File: config.mk
export PLATFORM = sky130hd
export DESIGN_NAME = uart_tx_arbiter
export DESIGN_NICKNAME = d
export VERILOG_FILES = /design/src/rtl/uart_ctrl_pkg.sv /design/src/rtl/rr_arbiter.sv /design/src/rtl/uart_tx_arbiter.sv
export SDC_FILE = /design/constraint.sdc
export NUM_CORES = 1
export LEC_CHECK = 0
export ABC_AREA = 0
export CAP_MARGIN = 5
export CORE_UTILIZATION = 38
export CTS_CLUSTER_DIAMETER = 30
export DETAILED_ROUTE_END_ITERATION = 10
export PLACE_DENSITY_LB_ADDON = 0.3
export SYNTH_ARGS = -nofsm -noshare
export SYNTH_HDL_FRONTEND = slang
export SYNTH_SLANG_ARGS = --single-unit
File: constraint.sdc
create_clock -name clk -period 1.5 [get_ports clk]
set_clock_uncertainty 0.05 [all_clocks]
set_input_delay 0.3 -clock clk [delete_from_list [all_inputs] [get_ports clk]]
set_output_delay 0.3 -clock clk [all_outputs]
set_load 0.01 [all_outputs]
File: src/rtl/uart_ctrl_pkg.sv
// uart_ctrl_pkg: FSM states, baud codes, 16x divisors and frame length shared by the UART transmit path
package uart_ctrl_pkg;
  typedef enum logic [2:0] {IDLE, GRANT, WRITE, WAIT_BUSY, WAIT_DONE} state_t;
  localparam logic [2:0] BAUD_300    = 3'b000;
  localparam logic [2:0] BAUD_1200   = 3'b001;
  localparam logic [2:0] BAUD_4800   = 3'b010;
  localparam logic [2:0] BAUD_9600   = 3'b011;
  localparam logic [2:0] BAUD_19200  = 3'b100;
  localparam logic [2:0] BAUD_38400  = 3'b101;
  localparam logic [2:0] BAUD_57600  = 3'b110;
  localparam logic [2:0] BAUD_115200 = 3'b111;
  localparam int FRAME_BITS = 11;
  function automatic logic [13:0] baud_div(input logic [2:0] code);
    return code == BAUD_300    ? 14'd10417 :
           code == BAUD_1200   ? 14'd2604  :
           code == BAUD_4800   ? 14'd651   :
           code == BAUD_9600   ? 14'd326   :
           code == BAUD_19200  ? 14'd163   :
           code == BAUD_38400  ? 14'd81    :
           code == BAUD_57600  ? 14'd54    : 14'd27;
  endfunction
endpackage

File: src/rtl/rr_arbiter.sv
// rr_arbiter: combinational round-robin pick of the first valid index at or after ptr (valid/ptr in, grant/idx out)
module rr_arbiter #(
  parameter int N = 4
) (
  input  logic [N-1:0]         valid,
  input  logic [$clog2(N)-1:0] ptr,
  output logic [N-1:0]         grant,
  output logic [$clog2(N)-1:0] idx
);
  localparam int IW = $clog2(N);
  localparam logic [IW:0] NW = (IW + 1)'(N);
  logic [IW:0] j;
  always_comb begin
    idx = '0;
    j = '0;
    for (int k = N - 1; k >= 0; k--) begin
      j = {1'b0, ptr} + (IW + 1)'(k);
      j = j >= NW ? j - NW : j;
      idx = valid[j[IW-1:0]] ? j[IW-1:0] : idx;
    end
    grant = |valid ? N'(1) << idx : '0;
  end
endmodule

File: src/rtl/uart_tx_arbiter.sv
// uart_tx_arbiter: round-robin share of one uart_transmitter (req_* in, tx_* to transmitter, grant_id/active/timeout_err status)
module uart_tx_arbiter
  import uart_ctrl_pkg::*;
#(
  parameter int N            = 4,
  parameter int BUSY_TIMEOUT = 64
) (
  input  logic                 clk,
  input  logic                 reset_n,
  input  logic [N-1:0]         req_valid,
  input  logic [8*N-1:0]       req_data,
  output logic [N-1:0]         req_ready,
  input  logic [2:0]           cfg_baud_select,
  input  logic                 cfg_tx_en,
  input  logic                 err_clr,
  output logic [7:0]           tx_data,
  output logic [2:0]           tx_baud_select,
  output logic                 tx_wr,
  output logic                 tx_en,
  input  logic                 tx_busy,
  output logic [$clog2(N)-1:0] grant_id,
  output logic                 active,
  output logic                 timeout_err
);
  localparam int IW = $clog2(N);
  localparam int CW = $clog2(BUSY_TIMEOUT);
  localparam logic [CW-1:0] CNT_MAX = CW'(BUSY_TIMEOUT - 1);
  state_t state, state_n;
  logic [IW-1:0] ptr, sel, ptr_next;
  logic [N-1:0] sel_oh, grant_oh;
  logic [CW-1:0] cnt;
  logic cfg_tx_en_q, start, timeout, done;
  rr_arbiter #(.N(N)) u_rr (
    .valid(req_valid),
    .ptr  (ptr),
    .grant(sel_oh),
    .idx  (sel)
  );
  assign start     = cfg_tx_en && |req_valid;
  assign timeout   = state == WAIT_BUSY && !tx_busy && cnt == CNT_MAX;
  assign done      = timeout || (state == WAIT_DONE && !tx_busy);
  assign ptr_next  = grant_id == IW'(N - 1) ? '0 : grant_id + 1'b1;
  assign req_ready = state == GRANT ? grant_oh : '0;
  assign tx_wr     = state == WRITE;
  assign active    = state != IDLE;
  assign tx_en     = cfg_tx_en_q | active;
  always_comb begin
    state_n = state;
    case (state)
      IDLE:      state_n = start ? GRANT : IDLE;
      GRANT:     state_n = WRITE;
      WRITE:     state_n = WAIT_BUSY;
      WAIT_BUSY: state_n = tx_busy ? WAIT_DONE : timeout ? IDLE : WAIT_BUSY;
      WAIT_DONE: state_n = tx_busy ? WAIT_DONE : IDLE;
      default:   state_n = IDLE;
    endcase
  end
  always_ff @(posedge clk or negedge reset_n) begin
    if (!reset_n) begin
      state          <= IDLE;
      ptr            <= '0;
      grant_id       <= '0;
      grant_oh       <= '0;
      tx_data        <= '0;
      tx_baud_select <= '0;
      cfg_tx_en_q    <= 1'b0;
      timeout_err    <= 1'b0;
      cnt            <= '0;
    end else begin
      state       <= state_n;
      cfg_tx_en_q <= cfg_tx_en;
      cnt         <= state == WAIT_BUSY ? cnt + 1'b1 : '0;
      // a set wins over a simultaneous clear
      timeout_err <= timeout | (timeout_err & ~err_clr);
      if (state == IDLE) tx_baud_select <= cfg_baud_select;
      if (state == IDLE && start) begin
        grant_id <= sel;
        grant_oh <= sel_oh;
      end
      if (state == GRANT) tx_data <= req_data[{grant_id, 3'b000} +: 8];
      if (done) ptr <= ptr_next;
    end
  end
endmodule
==> results of run 1 <==
## worst register-to-register path, delay by kind of cell (launching register included)
kind | cells | cell delay (ns)
compound gates | 1 | 0.26
mux | 1 | 0.33
simple gates | 2 | 0.36
flops | 1 | 0.42
buf+inv | 1 | 0.13
## worst paths after layout
check / startpoint / cells after the start / to / slack [ns]
max in group asynchronous: reset_n / 2 / grant_id[0] / 0.88
min in group clk: tx_data[3] / 1 / tx_data[3] / 0.45
min: reset_n / 2 / tx_data[0] / 0.33
max: state[1] / 5 / tx_en / -0.17
min reg2reg: tx_data[3] / 1 / tx_data[3] / 0.45
max reg2reg: state[2] / 5 / ptr[0] / -0.17
## cells in the mapped netlist (all sizes together), types with 3 or more instances
| cell | n | area (µm²) |
|---|---|---|
| a21oi | 4 | 23.8 |
| and2 | 5 | 31.3 |
| buf | 3 | 15.0 |
| dfrtp | 30 | 751 |
| inv | 5 | 18.8 |
| mux2 | 13 | 146 |
| mux4 | 8 | 180 |
| nand2 | 7 | 28.8 |
| nand2b | 3 | 18.8 |
| nand3 | 3 | 15.0 |
| nor2 | 13 | 48.8 |
| nor3 | 3 | 31.3 |
| xor2 | 3 | 26.3 |
## final cells by class
class | count | share of cell area [%]
timing repair buffer | 97 | 34.5
multi-input combinational | 85 | 32.3
sequential | 30 | 27.1
clock buffer | 7 | 3.11
tap | 48 | 2.16
inverter | 5 | 0.676
clock inverter | 1 | 0.180
## power groups by stage
stage                     clock (mW)  combinational, mW  sequential [mW]
after CTS                      0.677               2.47             1.31
after global routing           0.709               2.88             1.38
after global placement             0               2.18             1.29
after detailed placement           0               2.24             1.31
final                          0.659               2.70             1.34
after floorplan                    0               1.07             1.38
## kinds of logic after synthesis
logic type,Yosys count,synth area share [%]
AO/OA/AOI/OAI,18,8.72
XOR/XNOR,4,2.26
adder cells (fa/ha/maj),2,1.62
buffers and inverters,10,2.75
flip-flops,30,48.5
multiplexers,21,21.1
AND/OR/NAND/NOR,40,15.1
## cell usage in the layout, fill, tap and decap left out, drive strengths merged, types with 2 or more instances in the layout
master / synthesis / layout
a21oi: 4 / 4
nor2: 13 / 13
buf: 3 / 39
a22o: 2 / 2
nand2: 7 / 7
nand3b: 2 / 2
nand3: 3 / 3
dfrtp: 30 / 30
ha: 2 / 2
dlymetal6s2s: 0 / 2
mux4: 8 / 8
and2: 5 / 5
a21o: 2 / 2
o31ai: 2 / 2
clkdlybuf4s50: 0 / 40
dlygate4sd2: 0 / 14
clkbuf: 2 / 8
nor3: 3 / 3
nor3b: 2 / 2
nand2b: 3 / 3
inv: 5 / 5
xor2: 3 / 3
mux2: 13 / 13
## registers in the layout, indices dropped and copies added, names as in the netlist
register / flops
tx_data: 8
timeout_err: 1
cfg_tx_en_q: 1
grant_id: 2
ptr: 2
cnt: 6
grant_oh: 4
tx_baud_select: 3
state: 3
## through the flow
| step | cells | setup TNS [ns] | area (µm²) | utilization [%] |
|---|---|---|---|---|
| after floorplan | 125 | -0.0405 | 1560 | - |
| after global placement | 257 | -4.08 | 2440 | 64.7 |
| after detailed placement | 257 | -5.04 | 2440 | 64.7 |
| after CTS | 272 | -1.65 | 2660 | 70.6 |
| after global routing | 273 | -3.07 | 2780 | 73.7 |
| final | 273 | -2.21 | 2780 | 73.7 |
## what timing repair did
action | in CTS | in global routing
pin swaps | 13 | 10
resized for setup | 77 | 21
setup endpoints to repair | 32 | 28
setup buffers | 9 | 3
hold buffers | 0 | 0
hold endpoints to repair | 0 | 0
gates cloned | 0 | 1
## metal layers
layer	wire length (µm)	track usage [%]	up-vias
met5	0	0	-
met4	114	10.6	0
met3	180	3.97	12
met2	2570	41.5	40
met1	1730	25.4	709
li1	-	-	645
==> impl_metrics.csv, run 1 <==
group,metric,value,unit
run_status,status,"finished with violations",
run_status,violations,"setup timing",
placed_design,hpwl,3.08,mm
critical_path,critPathRequiredTime,1.15,ns
detailed_routing,drt_pass1_iterations,4,
floorplanning,start_util,41.1,%
sta,fmax,598,MHz
floorplanning,die-area,4340,µm²
pwr,p_seq_share,28.5,%
sta,fin_ws,-0.173,ns
sta,final_hold_viol_count,0,
final_layout,drive_gt1_share,41.3,%
grt,globalRouteTotalUtil,22.8,%
placed_design,place_ws,-0.396,ns
critical_path,worstPathArrival,1.32,ns
clock_tree,htreeDepth,2,
detailed_routing,route.detailed.drc,0,
detailed_routing,vias_per_cell,5.15,
synthesis,synth_area,1550,µm²
detailed_routing,num_vias,1406,
clock_tree,path_clk_slew,0.06,ns
critical_path,slowest_stage,"dfrtp_1",
critical_path,end_kind,"output port",
synthesis,synth-seq-cells,30,
pwr,ir_worst_vdd,872,µV
pwr,p_comb_share,57.5,%
grt,grt_pass1_wl,7.07,mm
final_layout,area.sequential,753,µm²
pwr,internal-power,3.10,mW
clock_tree,clock_path_buffers,2,
floorplanning,io_pins,65,
clock_tree,clockRootBuffer,"clkbuf_8",
pwr,p_per_area,1690,nW/µm²
final_layout,nFillCells,255,
synthesis,synthArstFlopShare,100,%
sta,worstMarginPinSlew,0.364,ns
critical_path,crit_path_start_kind,"flop",
grt,grt.overflow.total,0,
detailed_routing,wl_per_cell,16.9,µm
grt,antenna_found_initial,0,
floorplanning,core-area,3770,µm²
synthesis,avgSynthCellArea,12.4,µm²
pwr,p_total,4.70,mW
synthesis,synth_edf_count,0,
synthesis,ys_seq_area_share,48.5,%
hold_path,hold_class,"in -> async",
detailed_routing,first_iter_violations,23,
clock_tree,clk-insertion-delay-late,0.28,ns
critical_path,setup.worst_path.class,"reg -> out",
sta,period_share,112,%
sta,max_slew_margin,75.7,%
grt,grt_max_degree,31,
synthesis,syn-num-nets,171,
critical_path,path_common_cell,"buf_6",
synthesis,synth.distinct_cells,39,
sta,rsz0062_at_grt,"yes",
sta,holdWs,0.331,ns
clock_tree,cts_tree,"yes",
run,cap_violations,0,
critical_path,cp_num_buf_inv,3,
detailed_routing,drtAntennaViolNets,0,
pwr,switching_share,34.1,%
pwr,p_leak,1.27,nW
synthesis,ys.flop_type,"dfrtp_1",
clock_tree,cts_made_buffers,5,
sta,layout_min_cycle_time,1.67,ns
final_layout,diodes,0,
final_layout,fin_nets,270,
final_layout,area_growth,79.3,%
floorplanning,rows,22,
sta,setup_violations,18,
detailed_routing,routed_wl,4.60,mm
floorplanning,die_h,65.8,µm
placed_design,globalplace.congestion,0.783,
critical_path,path_delay_family,"flip-flops",
pwr,power_switching,1.60,mW
floorplanning,die_w,65.8,µm
placed_design,portBuffers,64,
critical_path,crit_path_max_fanout,4,
final_layout,multi_input_area,896,µm²
clock_tree,cts.sinks,30,
synthesis,netlist_instances,125,
critical_path,crit_chain,"buf_6 -> nor3_4 -> buf_6 -> nand2b_4 -> buf_6",
synthesis,synth_warnings,0,
grt,first_global_vias,1499,
pwr,clkPwrFrac,14.0,%
critical_path,slowest_delay,0.40,ns
sta,slew_viol_final,0,
Note: power is estimated with default switching activity, not from simulation.
==> run 2: changes to the inputs <==
- CORE_ASPECT_RATIO: default -> 1.5
- HOLD_SLACK_MARGIN: default -> 0.03
==> run 2 against run 1 <==
The flow still finishes with violations (setup timing). Routed wire length down 4.6%. Hold slack better by 0.0092 ns. Fmax down 2.1%. Register-to-register slack about the same. Critical endpoint unchanged.
==> impl_metrics.csv, run 2 (synthesized netlist as in run 1, its figures left out) <==
group,metric,value,unit
detailed_routing,wl_per_cell,16.3,µm
sta,period_share,114,%
pwr,p_per_area,1680,nW/µm²
detailed_routing,drtAntennaViolNets,0,
clock_tree,clock_path_buffers,2,
grt,grt_pass1_wl,6.50,mm
clock_tree,clockRootBuffer,"clkbuf_8",
floorplanning,start_util,39.5,%
run_status,violations,"setup timing",
sta,tns,-2.29,ns
sta,max_slew_margin,76.3,%
critical_path,crit_path_start_kind,"flop",
final_layout,final_cell_mix,"clkdlybuf4s50_1 (43), dfrtp_1 (29), buf_4 (19)",
clock_tree,cts_hold_buffers,0,
floorplanning,rows,28,
run,cap_violations,0,
grt,first_global_vias,1557,
sta,rsz0062_at_grt,"yes",
placed_design,place_area,2440,µm²
final_layout,nFillCells,327,
detailed_routing,vias_per_cell,5.24,
clock_tree,path_clk_slew,0.06,ns
final_layout,fin_area,2650,µm²
floorplanning,io_pins,65,
critical_path,end_kind,"output port",
grt,grt.overflow.total,0,
critical_path,worstPathArrival,1.36,ns
sta,fin_ws,-0.208,ns
final_layout,area.sequential,752,µm²
critical_path,setup.worst_path.class,"reg -> out",
detailed_routing,first_iter_violations,24,
placed_design,globalplace.congestion,0.727,
final_layout,final_common_cell,"clkdlybuf4s50_1",
critical_path,crit_path_max_fanout,3,
pwr,p_leak,1.21,nW
detailed_routing,drt_pass1_iterations,2,
hold_path,hold_class,"in -> async",
placed_design,portBuffers,64,
floorplanning,die-area,4340,µm²
clock_tree,cts_tree,"yes",
sta,holdWs,0.341,ns
floorplanning,core-area,3920,µm²
final_layout,diodes,0,
final_layout,multi_input_area,837,µm²
floorplanning,die_w,54.1,µm
critical_path,critPathRequiredTime,1.15,ns
sta,final_hold_viol_count,0,
grt,grt_max_degree,31,
clock_tree,cts.sinks,30,
final_layout,reg.largest.list,"tx_data (8), cnt (6), grant_oh (4)",
final_layout,fin_nets,270,
sta,fmax,585,MHz
sta,slew_viol_final,0,
final_layout,top_register,"tx_data",
pwr,ir_worst_vdd,1030,µV
final_layout,area_growth,71.2,%
final_layout,largest_reg_flops,8,
final_layout,drive_gt1_share,37.1,%
sta,worstMarginPinSlew,0.356,ns
detailed_routing,num_vias,1409,
clock_tree,htreeDepth,2,
detailed_routing,route.detailed.drc,0,
grt,antenna_found_initial,0,
grt,globalRouteTotalUtil,21.5,%
detailed_routing,routed_wl,4.39,mm
sta,setup_violations,20,
placed_design,hpwl,3.24,mm
clock_tree,cts_made_buffers,5,
floorplanning,die_h,80.2,µm
sta,layout_min_cycle_time,1.71,ns
clock_tree,clk-insertion-delay-late,0.28,ns
final_layout,fin_util,67.6,%
run_status,status,"finished with violations",
==> run 2: cell count changes in the layout (fill, tap and decap cells not counted), sizes merged <==
cell	change
clkbuf	-1
dlymetal6s2s	-1
clkdlybuf4s50	+3
dlygate4sd2	-2
buf	+1
clkinv	-1
==> run 2: through the flow <==
stage | std cells | total power, mW | worst slack (ns)
6_report | 269 | 4.45 | -0.208
5_1_grt | 269 | 4.72 | -0.250
4_1_cts | 266 | 4.31 | -0.182
3_5_place_dp | 254 | 3.57 | -0.353
3_3_place_gp | 254 | 3.46 | -0.244
2_1_floorplan | 125 | 2.44 | -0.00506
==> run 2: power breakdown <==
part | internal [mW] | leakage (nW) | switching, mW
clock | 0.318 | 0.0383 | 0.282
sequential | 1.12 | 0.376 | 0.207
combinational | 1.48 | 0.791 | 1.04
==> run 2: per-layer routing <==
metal	track usage, %	wire (µm)	vias up
met5	0	0	-
met4	12.1	153	0
met3	5.87	329	12
met2	40.5	2440	59
met1	18.7	1470	691
li1	-	-	647
==> run 2: final timing paths <==
check,start,endpoint,slack [ns],cells after the start
min in group clk,tx_data[0],tx_data[0],0.45,1
max in group asynchronous,reset_n,state[2],0.88,2
min,reset_n,tx_data[0],0.34,2
max,state[0],tx_en,-0.21,5
max reg2reg,state[0],grant_oh[3],-0.18,8
min reg2reg,tx_data[0],tx_data[0],0.45,1
==> run 2: area by class of cell <==
class / instances / area share [%]
inverter: 5 / 0.708
timing repair buffer: 97 / 34.4
sequential: 30 / 28.4
clock buffer: 7 / 2.88
tap: 45 / 2.12
multi-input combinational: 85 / 31.6
==> run 2: repair_timing <==
action | 4_1_cts | 5_1_grt
pin swaps | 13 | 4
gates cloned | 0 | 0
resized for setup | 62 | 14
setup endpoints to repair | 33 | 28
setup buffers | 5 | 4
hold endpoints to repair | 0 | 0
==> run 2: worst max-delay path: stages, from the launching register on <==
cell	delay [ns]
dfrtp_1	0.43
buf_6	0.14
nor3_4	0.19
buf_6	0.14
nand2b_1	0.05
buf_2	0.14
==> run 3: changes to the inputs <==
- CORE_MARGIN: default -> 2
==> run 3 against run 2 <==
The run still ends with setup timing left. Clock-buffer cell count unchanged. Sequential share of layout area down 0.96 points. Register-to-register slack worse by 0.06 ns. Setup slack worse by 0.027 ns. Critical path depth up 1. Design area up 3.7%. Fmax down 1.6%. Sequential power about the same. Hold slack worse by 0.0092 ns. Final cell count down 0.37%.
==> impl_metrics.csv, run 3 (synthesized netlist as in run 1, its figures left out) <==
group,metric,value,unit
run_status,status,"finished with violations",
run_status,violations,"setup timing",
grt,globalRouteTotalUtil,20.6,%
final_layout,largest_reg_flops,8,
sta,slew_viol_final,0,
critical_path,setup.worst_path.class,"reg -> reg",
placed_design,hpwl,3.30,mm
detailed_routing,routed_wl,4.65,mm
clock_tree,cts_tree,"yes",
critical_path,crit_path_start_kind,"flop",
floorplanning,die_w,56.1,µm
sta,layout_min_cycle_time,1.74,ns
grt,grt.overflow.total,0,
placed_design,globalplace.congestion,0.748,
final_layout,diodes,0,
floorplanning,rows,28,
sta,worstMarginPinSlew,0.391,ns
final_layout,area_growth,77.5,%
pwr,clkPwrFrac,14.0,%
placed_design,portBuffers,64,
pwr,p_leak,1.26,nW
grt,grt_util_met2,39.3,%
pwr,power_switching,1.58,mW
pwr,p_per_area,1680,nW/µm²
pwr,p_seq_share,29.4,%
floorplanning,start_util,39.5,%
final_layout,top_register,"tx_data",
grt,antenna_found_initial,0,
clock_tree,cts_made_buffers,5,
final_layout,reg.largest.list,"tx_data (8), cnt (6), grant_oh (4)",
sta,setup_violations,17,
final_layout,nFillCells,287,
critical_path,crit_chain,"buf_6 -> buf_6 -> nand3b_4 -> nand3b_1 -> a21oi_2 -> mux2_4",
floorplanning,die_h,82.2,µm
grt,first_global_vias,1552,
final_layout,final_cell_mix,"clkdlybuf4s50_1 (39), dfrtp_1 (28), buf_4 (19)",
pwr,switching_share,34.2,%
pwr,ir_worst_vdd,1100,µV
sta,holdWs,0.331,ns
critical_path,rrSetupSlack,-0.24,ns
detailed_routing,first_iter_violations,29,
critical_path,end_kind,"flop",
final_layout,fin_nets,269,
critical_path,reg2reg_from,"state[2]",
pwr,internal-power,3.03,mW
critical_path,r2r_end,"ptr[0]",
final_layout,final_common_cell,"clkdlybuf4s50_1",
sta,fmax,576,MHz
clock_tree,clk-insertion-delay-late,0.28,ns
clock_tree,cts.sinks,30,
clock_tree,htreeDepth,2,
floorplanning,core-area,3920,µm²
detailed_routing,drt_pass1_iterations,3,
run,cap_violations,0,
sta,period_share,116,%
grt,grt_max_degree,31,
final_layout,fin_util,70.1,%
detailed_routing,drtAntennaViolNets,0,
detailed_routing,vias_per_cell,5.17,
critical_path,slowest_delay,0.43,ns
pwr,p_total,4.61,mW
detailed_routing,num_vias,1385,
grt,met1_usage,18.8,%
critical_path,slowest_stage,"dfrtp_2",
sta,final_hold_viol_count,0,
grt,grt_pass1_wl,7.11,mm
detailed_routing,wl_per_cell,17.4,µm
detailed_routing,route.detailed.drc,0,
floorplanning,die-area,4610,µm²
final_layout,drive_gt1_share,40.4,%
floorplanning,io_pins,65,
pwr,p_comb_share,56.7,%
clock_tree,clock_path_buffers,2,
critical_path,path_common_cell,"buf_6",
sta,rsz0062_at_grt,"yes",
critical_path,rr_worst_depth,6,
clock_tree,path_clk_slew,0.06,ns
grt,use_met3,7.63,%
clock_tree,clockRootBuffer,"clkbuf_8",
critical_path,crit_path_max_fanout,3,
grt,grt_busiest_layer,"met2",
sta,max_slew_margin,73.9,%
sta,fin_ws,-0.235,ns
critical_path,worstPathArrival,1.85,ns
critical_path,critPathRequiredTime,1.62,ns
hold_path,hold_class,"in -> async",
-- run 3: per-stage QoR --
step           std cells  TNS, ns  worst slack [ns]  cell area, µm²
2_1_floorplan        125  -0.0405          -0.00506            1560
6_report             268    -2.13            -0.235            2750
5_1_grt              268    -3.19            -0.293            2750
3_3_place_gp         254    -4.27            -0.247            2440
4_1_cts              267    -1.78            -0.193            2610
3_5_place_dp         254    -4.96            -0.310            2440
-- run 3: worst max path at each step --
stage                       startpoint     endpoint  slack (ns)  cells past startpoint
after floorplan            grant_id[0]   tx_data[5]      -0.005                      3
after global placement    req_valid[2]  grant_oh[2]       -0.25                      5
after detailed placement  req_valid[1]  grant_oh[0]       -0.31                      5
after CTS                     state[1]        tx_wr       -0.19                      3
after global routing          state[2]       ptr[0]       -0.29                      6
final                         state[2]       ptr[0]       -0.24                      6
-- run 3: worst max-delay path, delay by kind of cell, from the launching register on --
family                 cells  cell delay [ns]
DFF                        1             0.43
AOI/OAI and AO/OA          1             0.23
muxes                      1             0.32
buffers and inverters      2             0.25
and+or+nand+nor            2             0.34
-- run 3: routing by layer --
metal,vias up,share of wire [%]
li1,647,-
met4,0,2.1
met3,10,6.5
met5,-,0
met2,51,57
met1,677,34
-- run 3: final cells by class --
type	instances	area, µm²	area share (%)
well taps	45	56.3	2.05
flip-flops and latches	30	753	27.4
repair buffers	96	943	34.3
multi-input cells	85	888	32.3
clock buffers	7	86.3	3.14
inverters	5	21.3	0.774
-- run 3: power groups by stage --
stage	clock network (mW)	registers [mW]	logic [mW]
after global routing	0.699	1.40	2.79
after detailed placement	0	1.32	2.21
after CTS	0.666	1.32	2.36
final	0.644	1.36	2.61
after global placement	0	1.30	2.14
after floorplan	0	1.38	1.07
-- run 3: timing repair --
item,in CTS,in global routing
resized for setup,63,34
gates cloned,0,1
setup buffers,6,2
hold buffers,0,0
pin swaps,12,9
setup endpoints to repair,27,29
